`config.mk`:
```
export PLATFORM = sky130hd
export DESIGN_NAME = lcd_reader
export DESIGN_NICKNAME = d
export VERILOG_FILES = /design/src/rtl/lcd_reader.sv
export SDC_FILE = /design/constraint.sdc
export NUM_CORES = 1
export LEC_CHECK = 0
export CORE_ASPECT_RATIO = 1.25
export CORE_UTILIZATION = 38
export CTS_BUF_LIST = sky130_fd_sc_hd__clkbuf_16
export DETAILED_ROUTE_END_ITERATION = 10
export PLACE_DENSITY = 0.6
export SLEW_MARGIN = 20
export SYNTH_ARGS = -nofsm -noshare
export SYNTH_HDL_FRONTEND = slang
export SYNTH_SLANG_ARGS = --single-unit
```
`constraint.sdc`:
```
create_clock -name clk -period 2.15 [get_ports clk]
set_clock_uncertainty 0.2 [all_clocks]
set_input_delay 0.215 -clock clk [delete_from_list [all_inputs] [get_ports clk]]
set_output_delay 0.215 -clock clk [all_outputs]
set_load 0.005 [all_outputs]
```
`src/rtl/lcd_reader.sv`:
```
// -----------------------------------------------------------------------------
// lcd_reader
//
// Read-side companion to the character LCD write path. Runs HD44780-style
// read cycles on the LCD bus: a busy-flag/address-counter read (RS=0, RW=1)
// or a DDRAM/CGRAM data read (RS=1, RW=1). In poll mode the busy-flag read
// is repeated until BF clears or POLL_MAX reads have been made.
//
// The LCD top level arbitrates the pins: while bus_own is high it must route
// this block's lcd_rs/lcd_rw/lcd_e to the panel and release its own lcd_data
// driver so the panel can drive lcd_data_in.
//
// Ports:
//   clk          in   50 MHz system clock
//   reset        in   asynchronous, active-low reset
//   req          in   transaction request, accepted when req & ready
//   req_rs       in   0 = busy-flag/address read, 1 = data read
//   req_poll     in   1 = poll BF until clear (ignored for data reads)
//   ready        out  idle, a request can be accepted
//   rsp_valid    out  one-cycle pulse, response fields are valid
//   rsp_data     out  byte sampled from lcd_data_in
//   rsp_busy     out  rsp_data[7] for busy-flag reads, else 0
//   rsp_addr     out  rsp_data[6:0] for busy-flag reads, else 0
//   timeout      out  poll ended with BF still set
//   bus_own      out  this block owns the LCD pins
//   lcd_data_in  in   LCD data bus, read side
//   lcd_rs       out  register select
//   lcd_rw       out  read/write select (1 = read)
//   lcd_e        out  enable strobe
// -----------------------------------------------------------------------------
module lcd_reader #(
    parameter int T_AS     = 2,
    parameter int T_EH     = 25,
    parameter int T_EL     = 25,
    parameter int POLL_MAX = 4096
) (
    input  logic       clk,
    input  logic       reset,
    input  logic       req,
    input  logic       req_rs,
    input  logic       req_poll,
    output logic       ready,
    output logic       rsp_valid,
    output logic [7:0] rsp_data,
    output logic       rsp_busy,
    output logic [6:0] rsp_addr,
    output logic       timeout,
    output logic       bus_own,
    input  logic [7:0] lcd_data_in,
    output logic       lcd_rs,
    output logic       lcd_rw,
    output logic       lcd_e
);

    // The phase counter only ever holds (longest phase - 1).
    localparam int T_MAX_AE = (T_AS > T_EH) ? T_AS : T_EH;
    localparam int T_MAX    = (T_MAX_AE > T_EL) ? T_MAX_AE : T_EL;
    localparam int PH_W     = (T_MAX > 1) ? $clog2(T_MAX) : 1;
    localparam int POLL_W   = (POLL_MAX > 1) ? $clog2(POLL_MAX) : 1;

    localparam logic [PH_W-1:0]   AS_LAST   = PH_W'(T_AS - 1);
    localparam logic [PH_W-1:0]   EH_LAST   = PH_W'(T_EH - 1);
    localparam logic [PH_W-1:0]   EL_LAST   = PH_W'(T_EL - 1);
    localparam logic [POLL_W-1:0] POLL_LAST = POLL_W'(POLL_MAX - 1);

    typedef enum logic [2:0] {
        S_IDLE,
        S_SETUP,
        S_E_HIGH,
        S_E_LOW,
        S_DONE
    } state_t;

    state_t              r_state;
    state_t              w_nextState;
    logic [PH_W-1:0]     r_phaseCnt;
    logic [POLL_W-1:0]   r_pollCnt;
    logic                r_rs;
    logic                r_poll;
    logic [7:0]          r_capture;
    logic                w_phaseLast;
    logic                w_pollAgain;

    // Last cycle of the current timed phase.
    always_comb begin
        w_phaseLast = 1'b0;
        case (r_state)
            S_SETUP:  w_phaseLast = (r_phaseCnt == AS_LAST);
            S_E_HIGH: w_phaseLast = (r_phaseCnt == EH_LAST);
            S_E_LOW:  w_phaseLast = (r_phaseCnt == EL_LAST);
            default:  w_phaseLast = 1'b0;
        endcase
    end

    // Another busy-flag read is due only while BF is still set and the
    // read budget is not used up; the compare also keeps the counter from
    // ever wrapping.
    assign w_pollAgain = r_poll & r_capture[7] & (r_pollCnt < POLL_LAST);

    // Next state and pin/handshake outputs, decoded straight from the state
    // so that reset drops lcd_e at once.
    always_comb begin
        w_nextState = r_state;
        ready       = 1'b0;
        rsp_valid   = 1'b0;
        bus_own     = 1'b0;
        lcd_rs      = 1'b0;
        lcd_rw      = 1'b0;
        lcd_e       = 1'b0;
        case (r_state)
            S_IDLE: begin
                ready = 1'b1;
                if (req) begin
                    w_nextState = S_SETUP;
                end
            end
            S_SETUP: begin
                bus_own = 1'b1;
                lcd_rs  = r_rs;
                lcd_rw  = 1'b1;
                if (w_phaseLast) begin
                    w_nextState = S_E_HIGH;
                end
            end
            S_E_HIGH: begin
                bus_own = 1'b1;
                lcd_rs  = r_rs;
                lcd_rw  = 1'b1;
                lcd_e   = 1'b1;
                if (w_phaseLast) begin
                    w_nextState = S_E_LOW;
                end
            end
            S_E_LOW: begin
                bus_own = 1'b1;
                lcd_rs  = r_rs;
                lcd_rw  = 1'b1;
                if (w_phaseLast) begin
                    w_nextState = w_pollAgain ? S_SETUP : S_DONE;
                end
            end
            S_DONE: begin
                rsp_valid   = 1'b1;
                w_nextState = S_IDLE;
            end
            default: begin
                w_nextState = S_IDLE;
            end
        endcase
    end

    always_ff @(posedge clk or negedge reset) begin
        if (!reset) begin
            r_state <= S_IDLE;
        end else begin
            r_state <= w_nextState;
        end
    end

    // Phase timer restarts at every phase boundary and sits at zero outside
    // the timed phases.
    always_ff @(posedge clk or negedge reset) begin
        if (!reset) begin
            r_phaseCnt <= '0;
        end else if (w_phaseLast || r_state == S_IDLE || r_state == S_DONE) begin
            r_phaseCnt <= '0;
        end else begin
            r_phaseCnt <= r_phaseCnt + PH_W'(1);
        end
    end

    // Request capture, data sampling, poll iteration and response update.
    // Data is taken on the edge that ends the E-high phase, while the panel
    // is still driving the bus.
    always_ff @(posedge clk or negedge reset) begin
        if (!reset) begin
            r_rs      <= 1'b0;
            r_poll    <= 1'b0;
            r_pollCnt <= '0;
            r_capture <= 8'h00;
            rsp_data  <= 8'h00;
            rsp_busy  <= 1'b0;
            rsp_addr  <= 7'h00;
            timeout   <= 1'b0;
        end else begin
            if (r_state == S_IDLE && req) begin
                r_rs      <= req_rs;
                r_poll    <= req_poll & ~req_rs;
                r_pollCnt <= '0;
            end
            if (r_state == S_E_HIGH && w_phaseLast) begin
                r_capture <= lcd_data_in;
            end
            if (r_state == S_E_LOW && w_phaseLast) begin
                if (w_pollAgain) begin
                    r_pollCnt <= r_pollCnt + POLL_W'(1);
                end else begin
                    rsp_data <= r_capture;
                    rsp_busy <= ~r_rs & r_capture[7];
                    rsp_addr <= r_rs ? 7'h00 : r_capture[6:0];
                    timeout  <= r_poll & r_capture[7];
                end
            end
        end
    end

endmodule
```
# Word-level counts from Yosys, hierarchy flattened
# Index checks and enable logic that the tools add are counted.
totals:
  inputBits: 13
  ff_bits: 47
  out_inout_bits: 23
  word_cells: 57
op_classes:
  order_cmp: 1
  mux: 17
  add_sub_neg: 2
  eq_ne: 10
  n_reduce_logical: 10
  bitwise: 7
ops:
  columns: ["operator", "n"]
  rows:
  - ["$mux W12", 3]
  - ["$mux W3", 5]
  - ["$add A12 B1 Y12 const B", 1]
  - ["$lt A12 B12 Y1 const B", 1]
  - ["$pmux W3 S4", 1]
  - ["$ne A2 B2 Y1 const B", 4]
  - ["$mux W7", 1]
  - ["$eq A3 B2 Y1 const B", 2]
  - ["$add A5 B1 Y5 const B", 1]
  - ["$eq A5 B1 Y1 const B", 1]
  - ["$eq A5 B5 Y1 const B", 1]
  - ["$mux W1", 5]
  - ["$mux W5", 1]
  - ["$and A1 B1 Y1", 4]
  - ["$reduce_and A4 Y1", 1]
  - ["$eq A3 B1 Y1 const B", 1]
  - ["$eq A3 B3 Y1 const B", 1]
  - ["$logic_and A1 B1 Y1", 3]
  - ["$logic_not A3 Y1", 1]
  - ["$not A1 Y1", 3]
  - ["$reduce_or A3 Y1", 1]
  - ["$logic_or A1 B1 Y1", 2]
  - ["$pmux W1 S2", 1]
  - ["$reduce_and A2 Y1", 1]
  - ["$reduce_or A2 Y1", 1]

# Depth between registers and ports, before layout
# Gate-level depths: netlist of run 1.
logic_depth:
  depth_word: 6
  mapped_depth: 6
  ltp_nobuf: 5

# Worst setup path before layout of run 1
# Ideal clock, no wire load.
synth_path:
  path_kind: "reg2reg"
  from: "register r_pollCnt[0]"
  to: "register r_state[0]"
  t_required_ns: 1.813
  period_less_slack_ns: 2.208
  path_slack_ns: -0.058
  path_buffers: 1
  path_stages_with_launch: 7
  setup_time_ns: 0.137
  arrival_time_ns: 1.871
  path_cell_list: "dfrtp_1 -> ha_1 -> nand4_1 -> or4_1 -> clkbuf_1 -> a2111oi_0 -> nor4_1"
synth_via:
  elab_chain_cells: 5
synth_lines:
  columns: ["item", "line_no", "rtl"]
  rows:
  - ["start: declaration", "77", "logic [POLL_W-1:0] r_pollCnt;"]
  - ["start signal: assignment", "196", "r_pollCnt <= r_pollCnt + POLL_W'(1);"]
  - ["$lt A12 B12 Y1", "98", "assign w_pollAgain = r_poll & r_capture[7] & (r_pollCnt < POLL_LAST);"]
  - ["$and A1 B1 Y1", "98", null]
  - ["$mux W3", "139", "w_nextState = w_pollAgain ? S_SETUP : S_DONE;"]
  - ["$mux W3", "138", "if (w_phaseLast) begin"]
  - ["$pmux W3 S4", "110", "case (r_state)"]
  - ["end signal: assignment", "156", "r_state <= w_nextState;"]
  - ["end: declaration", "74", "state_t r_state;"]
# Every way passes these cells. The select of a mux whose other input is x is not followed.
# A chain may end at the register's enable or synchronous reset.

# Worst setup path after layout of run 1
layout_path:
  from: "register r_state[1]"
  to: "output ready"
layout_via:
  elab_chain_cells: 2
layout_lines:
  columns: ["item", "line_no", "rtl"]
  rows:
  - ["$logic_not A3 Y1", "110", null]
  - ["$mux W1", "110", null]
  - ["end: declaration", "42", "output logic ready,"]
# Every way passes these cells.

==> summary.md, run 1 <==
Detailed routing inserted a total of 1759 vias. Summed over all nets, the half-perimeter wirelength after detailed placement is 3620 µm. The leading cell type in the layout, fill and taps excluded is dfrtp_1.

The biggest fanout along the worst timing path works out to 6. Number of buffers added by the clock tree synthesis step: 5. Total power divided by cell area: 818 nW/µm².

At the end of routability-driven placement, the weighted congestion stood at 0.806. The analysis attributes to net switching a power of 751 µW. Yosys mapped a number of flops with a built-in enable equal to 0. The library cells used most frequently in the layout, excluding fill and tap cells, are dfrtp_1 (47), clkdlybuf4s50_1 (34), mux2_1 (22), buf_4 (22), inv_1 (11). The average wire per standard cell is 14.3 µm.

Clock latency on the worst-skew pair, taken at its later pin, is 0.29 ns. TritonCTS built the clock tree. The final core utilization is 53.7%.

Fill cells in the final layout number 522. The relative area change from synthesis to final layout works out to 34.7%. In the synthesized netlist the dominant register cell turns out to be dfrtp_1.

Total power for the finished layout comes to 2.57 mW. For the maximum VDD drop, the log shows 0.000627 V. For the netlist area before placement, the log shows 2330 µm².

For the worst setup path, the data required time is 1.74 ns. The share of total power dissipated in the clock network is 34.5%. After floorplanning, the core was divided into 31 placement rows. For the pin with the worst max-slew slack, the measured transition is 0.443 ns. Static timing analysis puts the maximum clock frequency at 478 MHz. The area occupied by registers came out at 1180 µm². The cell at the root of the clock tree was clkbuf_16. The run gives 2250 µm as the detailed-routing wirelength on met1.

Cells with a size suffix above 1 make up 16.7% of the layout. Summing all multi-input logic gate instances after layout gives 1100 µm². The arrival time at the worst endpoint is 1.68 ns.

For the total routing resource utilization after global routing, the log shows 17.1%. The H-tree generated during clock tree synthesis spans 2 levels. The global-route wire length before repair came out at 8290 µm. The total count of hold-check failures in the final report was 0. The worst setup path is launched from a flop. The total negative setup slack was 0 ns. The synthesized design contains 47 register bits.

The top routing layer in use is met4. The floorplan step defined a die boundary enclosing 6460 µm². Endpoint class of the critical path: an output port. For the worst setup slack for register-to-register paths, the log shows 0.10 ns. The run gives 0 as the max-capacitance violation count.

The count of nets left with antenna violations once routing finished came out at 0. The launch point of the worst path was r_state[1]. Net switching is 29.2% of the power.

During I/O placement, the number of pins put on the boundary was 36. The ratio of final minimum period to clock period was 97.3%. After synthesis, the netlist uses 46 different library cells.

The tools report the sum of met2 wire segment lengths after detailed routing as 2550 µm. For this run, asynchronously set or reset flops after synthesis account for 100%. The setup path with the least slack is of type reg2out.

Headroom to the max-slew limit came out at 69.6%. Per report_power, the sequential group accounts for 39.9% of the total. The area of the placeable core was 5860 µm². The number of buffers inserted to repair setup after CTS is 0, and the total wirelength of the detailed-routed design is 5020 µm. In the routed layout, each cell is associated on average with a via count of 5.01. The tightest min-delay check is of the in2async type. The logs give 0 for the number of setup violations in the final report and 0 for the global route total overflow. The worst register-to-register path begins at r_state[2]. The post-synthesis net count came out at 224. The run gives 283 as the net count reported at finish.

In this run the vertical extent of the chip is 89.6 µm. The initial antenna violation count was 0. The number of inserted diodes is 0. Sequential cells were found to cover 50.4% of the synthesized design area. The quantity of I/O buffers inserted on ports is 35, and the yosys synthesis warning count is 0. The initial utilization of the core area, before any placement, comes to 39.8%.

In the routed design, unresolved DRC markers number 0. The run gives 4 as the detailed-routing iteration count for the pre-antenna-repair pass. Power share of the combinational group: 25.7%. For this block, the initial DRC count from the detailed router was 97. Setup repair after global routing left no endpoint under its margin. After clock tree synthesis, the clock-pin slew on the worst setup and hold paths is 0.07 ns.

The count of final max-slew check failures was 0; the synthesized area per cell was 11.2 µm². The reported leakage power is 1.38 nW, and the internal portion of total power is 1.82 mW. For the maximum number of pins on one net before global-route repair, the log shows 48. For the maximum count of clock buffers along a single path, the log shows 2. The flow ran to the end, and the final reports show no timing, DRC or antenna violations. Counting every instance in the synthesized netlist gives 209.

The clock period minus final worst setup slack is 2.09 ns. The routed design uses 105 µm of met3 wire. The clock net in this run drives a total of 47 sinks. The run gives 1770 as the via count of the first global-routing pass. The horizontal die dimension is 72.1 µm.
-- power groups by stage --
| stage | registers, mW | logic [mW] | clock network, mW |
|---|---|---|---|
| after detailed placement | 1.04 | 0.641 | 0 |
| after global placement | 1.04 | 0.638 | 0 |
| final | 1.03 | 0.661 | 0.887 |
| after CTS | 1.03 | 0.652 | 0.911 |
| after floorplan | 1.04 | 0.373 | 0 |
| after global routing | 1.03 | 0.734 | 0.949 |
-- logic make-up (layout without fill, tap and decap cells) --
family | Yosys count | in the layout | share of synthesized area (%)
muxes | 28 | 28 | 13.4
DFF | 47 | 47 | 50.4
buffers and inverters | 19 | 79 | 4.24
adders and majority gates | 2 | 2 | 1.07
and+or+nand+nor | 74 | 74 | 18.8
AOI/OAI and AO/OA | 35 | 35 | 10.7
xor gates and xnor gates | 4 | 4 | 1.50
-- sequential cells by signal, summed over array words and instances (netlist names) --
register and cells:
r_capture 8, r_phaseCnt 5, r_poll 1, r_pollCnt 12, r_rs 1, r_state 3
rsp_addr 7, rsp_busy 1, rsp_data 8, timeout 1
-- per-layer routing --
metal | global-route usage (%) | vias to the layer above
met5 | 0 | -
met4 | 8.20 | 0
met3 | 2.46 | 9
met2 | 29.5 | 24
met1 | 21.2 | 850
li1 | - | 876
-- cells in the mapped netlist (3+ instances only) --
library cell	n	area (µm²)
dfrtp_1	47	1180
mux2_1	24	270
nor2_1	12	45.0
inv_1	11	41.3
nand3_1	10	50.1
nand2_1	8	30.0
nor2b_1	8	50.1
and2_1	5	31.3
nor3_1	5	25.0
o2111ai_1	5	43.8
o21ai_1	5	25.0
or4_1	5	37.5
a21oi_1	4	20.0
nand2b_1	4	25.0
or3_1	4	25.0
a211oi_1	3	22.5
a31o_1	3	26.3
buf_6	3	33.8
clkbuf_1	3	11.3
mux2i_1	3	30.0
o21a_1	3	22.5
o21ai_0	3	15.0
-- critical path, stage by stage, from the launching register on --
cell	delay [ns]
dfrtp_1	0.40
buf_4	0.17
nor3_1	0.27
clkdlybuf4s50_1	0.55
-- per-stage QoR --
step	instance area [µm²]	setup slack, ns	hold slack [ns]	instances
finish	3140	0.0591	0.230	351
global route	3140	0.00182	0.279	351
detailed placement	2950	0.0731	0.0183	342
floorplan	2350	-0.0186	-0.281	209
CTS	3130	0.0276	0.245	351
global placement	2950	0.113	0.0245	342
-- final cells by class --
| class | count | area share (%) |
|---|---|---|
| Tap cell | 82 | 3.26 |
| Clock buffer | 5 | 3.98 |
| Multi-Input combinational cell | 143 | 34.9 |
| Sequential cell | 47 | 37.4 |
| Inverter | 11 | 1.31 |
| Timing Repair Buffer | 60 | 17.8 |
| Clock inverter | 3 | 1.35 |
-- final timing paths --
kind	endpoint	cells after the start
worst max-delay path	ready	3
worst min-delay path	r_pollCnt[8]	3
worst max register to register	r_pollCnt[8]	5
worst min register to register	rsp_data[5]	1
max in group asynchronous	rsp_addr[6]	3
min in group clk	rsp_data[5]	1
-- what timing repair did --
action	4_1_cts	5_1_grt
cloned	0	0
setup endpoints to repair	2	4
hold buffers	1	0
endpoints found under the hold margin	47	0
gates resized for setup	1	4
Power figures use the tool's default switching activity.
==> run 2: changes to the inputs <==
- ABC_CLOCK_PERIOD_IN_PS: unset -> 2150
- CORE_UTILIZATION: 38 -> 48
- PLACE_DENSITY: 0.6 -> 0.73
- SETUP_SLACK_MARGIN: unset -> 0.5
==> run 2 against run 1 <==
Critical path type is now reg2reg. Sequential share of layout area down 5.5 points. Global-route usage up 6.7 points. Count of clock-buffer cells in the layout unchanged. Core utilization up 25 points.
==> summary.md, run 2 (synthesis gave the netlist of run 1 again) <==
The flow ran to the end, and the final reports show no timing, DRC or antenna violations. The final design instance area without fill is 3700 µm². The first global-routing pass estimated 9310 µm of wire. H-tree depth: 2. The clock period minus final worst setup slack was 2.11 ns. VDD sags by at most 0.000758 V.

The HPWL after detailed placement is 3430 µm. The total power divided by cell area works out to 884 nW/µm². Timing analysis after detailed placement gives a worst setup slack of 0.0567 ns.

The core region is 4690 µm². TritonCTS created 5 clock buffers. The net count of the finished layout is 307. Setup repair after global routing could not meet its margin everywhere. The startpoint class of the critical path is a flop.

Library cell contributing the largest single delay on the critical path: or4_4. Wires add up to 7340 µm. For the worst setup path, the data required time is 2.11 ns. The number of antenna diodes in the final layout is 0. The endpoint class of the critical path was a flop.

After detailed routing, the number of vias per cell comes to 5.96. The run gives 2001 as the via count of the first global-routing pass. The largest registers in the layout are r_pollCnt x12, r_capture x8, rsp_data x8.

The run gives 5 as the detailed-routing iteration count for the pre-antenna-repair pass. Timing would allow up to 475 MHz. The initial core utilization is 49.7%. For the number of DRC violations after detailed-routing iteration 0, the log shows 114. Entering global routing, the biggest net connects 25 pins. Measured against its own limit, the worst slew margin works out to 59.2%. The average wire per standard cell was 20.8 µm; the total routing resource utilization after global routing was 23.8%. r_pollCnt holds more flip-flops than any other register. The relative area change from synthesis to final layout works out to 58.5%. Setup violations remaining at the end of the flow were counted as 0. For this run, the slowest stage of the critical path takes 0.52 ns. Cells with a size suffix above 1 make up 44.0% of the layout. The initialized floorplan defines 28 standard-cell rows. The floorplan step set the die width to 64.4 µm. The clock insertion delay at the later pin of the skew report was 0.29 ns. The biggest fanout along the worst timing path is 4. Power comes to 3.27 mW. The total I/O pin count came out at 36. The leading cell type in the layout, fill and taps excluded was dfrtp_1. The tree built by TritonCTS fans out to 47 sinks.

Walking the worst path, the cells encountered are or2_4 -> or4_4 -> buf_6 -> buf_4 -> o211ai_1 -> nand3_1. The floorplan step defined a die boundary enclosing 5150 µm². The library cells used most frequently in the layout, excluding fill and tap cells, are dfrtp_1 (44), clkdlybuf4s50_1 (28), buf_4 (27). In this run the static leakage power is 1.67 nW. The quantity of I/O buffers inserted on ports was 35; the count of final max-slew check failures was 0. The run gives 0 as the max-capacitance violation count. The register with the most flip-flops in the layout has 12 of them. For this run, design rule violations remaining after detail routing come to 0. At the worst endpoint, the arrival time is 2.07 ns. The pin slew with the least headroom to its limit is 0.612 ns, and the total count of hold-check failures in the final report is 0. Routability-driven placement finished with a final weighted congestion of 0.881. The worst path uses 97.9% of the clock period. The run gives 0 as the initial antenna violation count. The cell at the root of the clock tree was clkbuf_16. The tools report the post-place instance area as 2900 µm². The die is 80.0 µm tall. The critical path class was reg2reg. The clock passes through at most 2 buffers.

Clock-pin slew was measured on the worst setup and hold paths at 0.07 ns. In the post-route analysis, the smallest setup slack over all paths is 0.0441 ns. The min-delay analysis places its worst path in the category in2async. TritonCTS built the clock tree. The routed layout has 2103 vias.

Global routing finished with a remaining overflow of 0. In this run the remaining antenna-violating nets after routing total 0.
run 2: cell count changes in the layout (fill, tap and decap cells not counted), moves of 5 or more:
cell,before,now
mux2_1,22,0
mux2_4,2,24
buf_6,0,16
clkdlybuf4s50_1,34,28
buf_2,1,6
buf_4,22,27
run 2: area by class of cell:
class	count	area, µm²
clock inverter	3	63.8
fill	285	996
sequential	47	1180
timing repair buffer	84	828
clock buffer	5	125
multi-input combinational	143	1390
tap	60	75.1
inverter	11	41.3
run 2: final timing paths:
check | from | end | slack [ns] | cells after the start
hold / removal | reset | rsp_busy | 0.27 | 2
setup / recovery | r_phaseCnt[2] | r_pollCnt[11] | 0.04 | 6
max in group asynchronous | reset | r_state[1] | 0.94 | 3
hold reg to reg | rsp_data[4] | rsp_data[4] | 0.31 | 1
min in group clk | rsp_data[4] | rsp_data[4] | 0.31 | 1
setup reg to reg | r_phaseCnt[2] | r_pollCnt[11] | 0.04 | 6
run 2: routing by layer:
metal  up-vias  GRT usage, %  share of wire, %
met3        15          4.29               5.3
met2        98          41.4                54
li1        923             -                 -
met1      1067          27.9                38
met4         0          11.8               2.0
met5         -             0                 0
run 2: metrics by stage:
stage	hold WS, ns	std cells	util (%)	TNS, ns
2_1_floorplan	-0.281	209	-	-0.145
3_3_place_gp	0.0332	312	61.7	0
3_5_place_dp	0.0415	312	61.7	0
4_1_cts	0.276	338	71.4	0
5_1_grt	0.315	353	78.8	-0.0185
6_report	0.266	353	78.8	0
run 2: timing repair:
item                       CTS  global route
gates cloned                 0             2
setup buffers               17            13
hold buffers                 1             0
hold endpoints to repair    23             0
gates resized for setup     53            50
setup endpoints to repair   52            53
pin swaps                   10            21
run 2: report_power, final:
part	leakage [nW]	internal [mW]	switching [mW]
logic	0.954	0.611	0.618
clock network	0.0952	0.663	0.347
registers	0.623	0.960	0.0723
total	1.67	2.23	1.04
run 2: critical path, delay by kind of cell (launching register included):
kind	cells	cell delay, ns
and+or+nand+nor	3	0.90
DFF	1	0.42
buffers and inverters	2	0.27
AOI/OAI and AO/OA	1	0.18
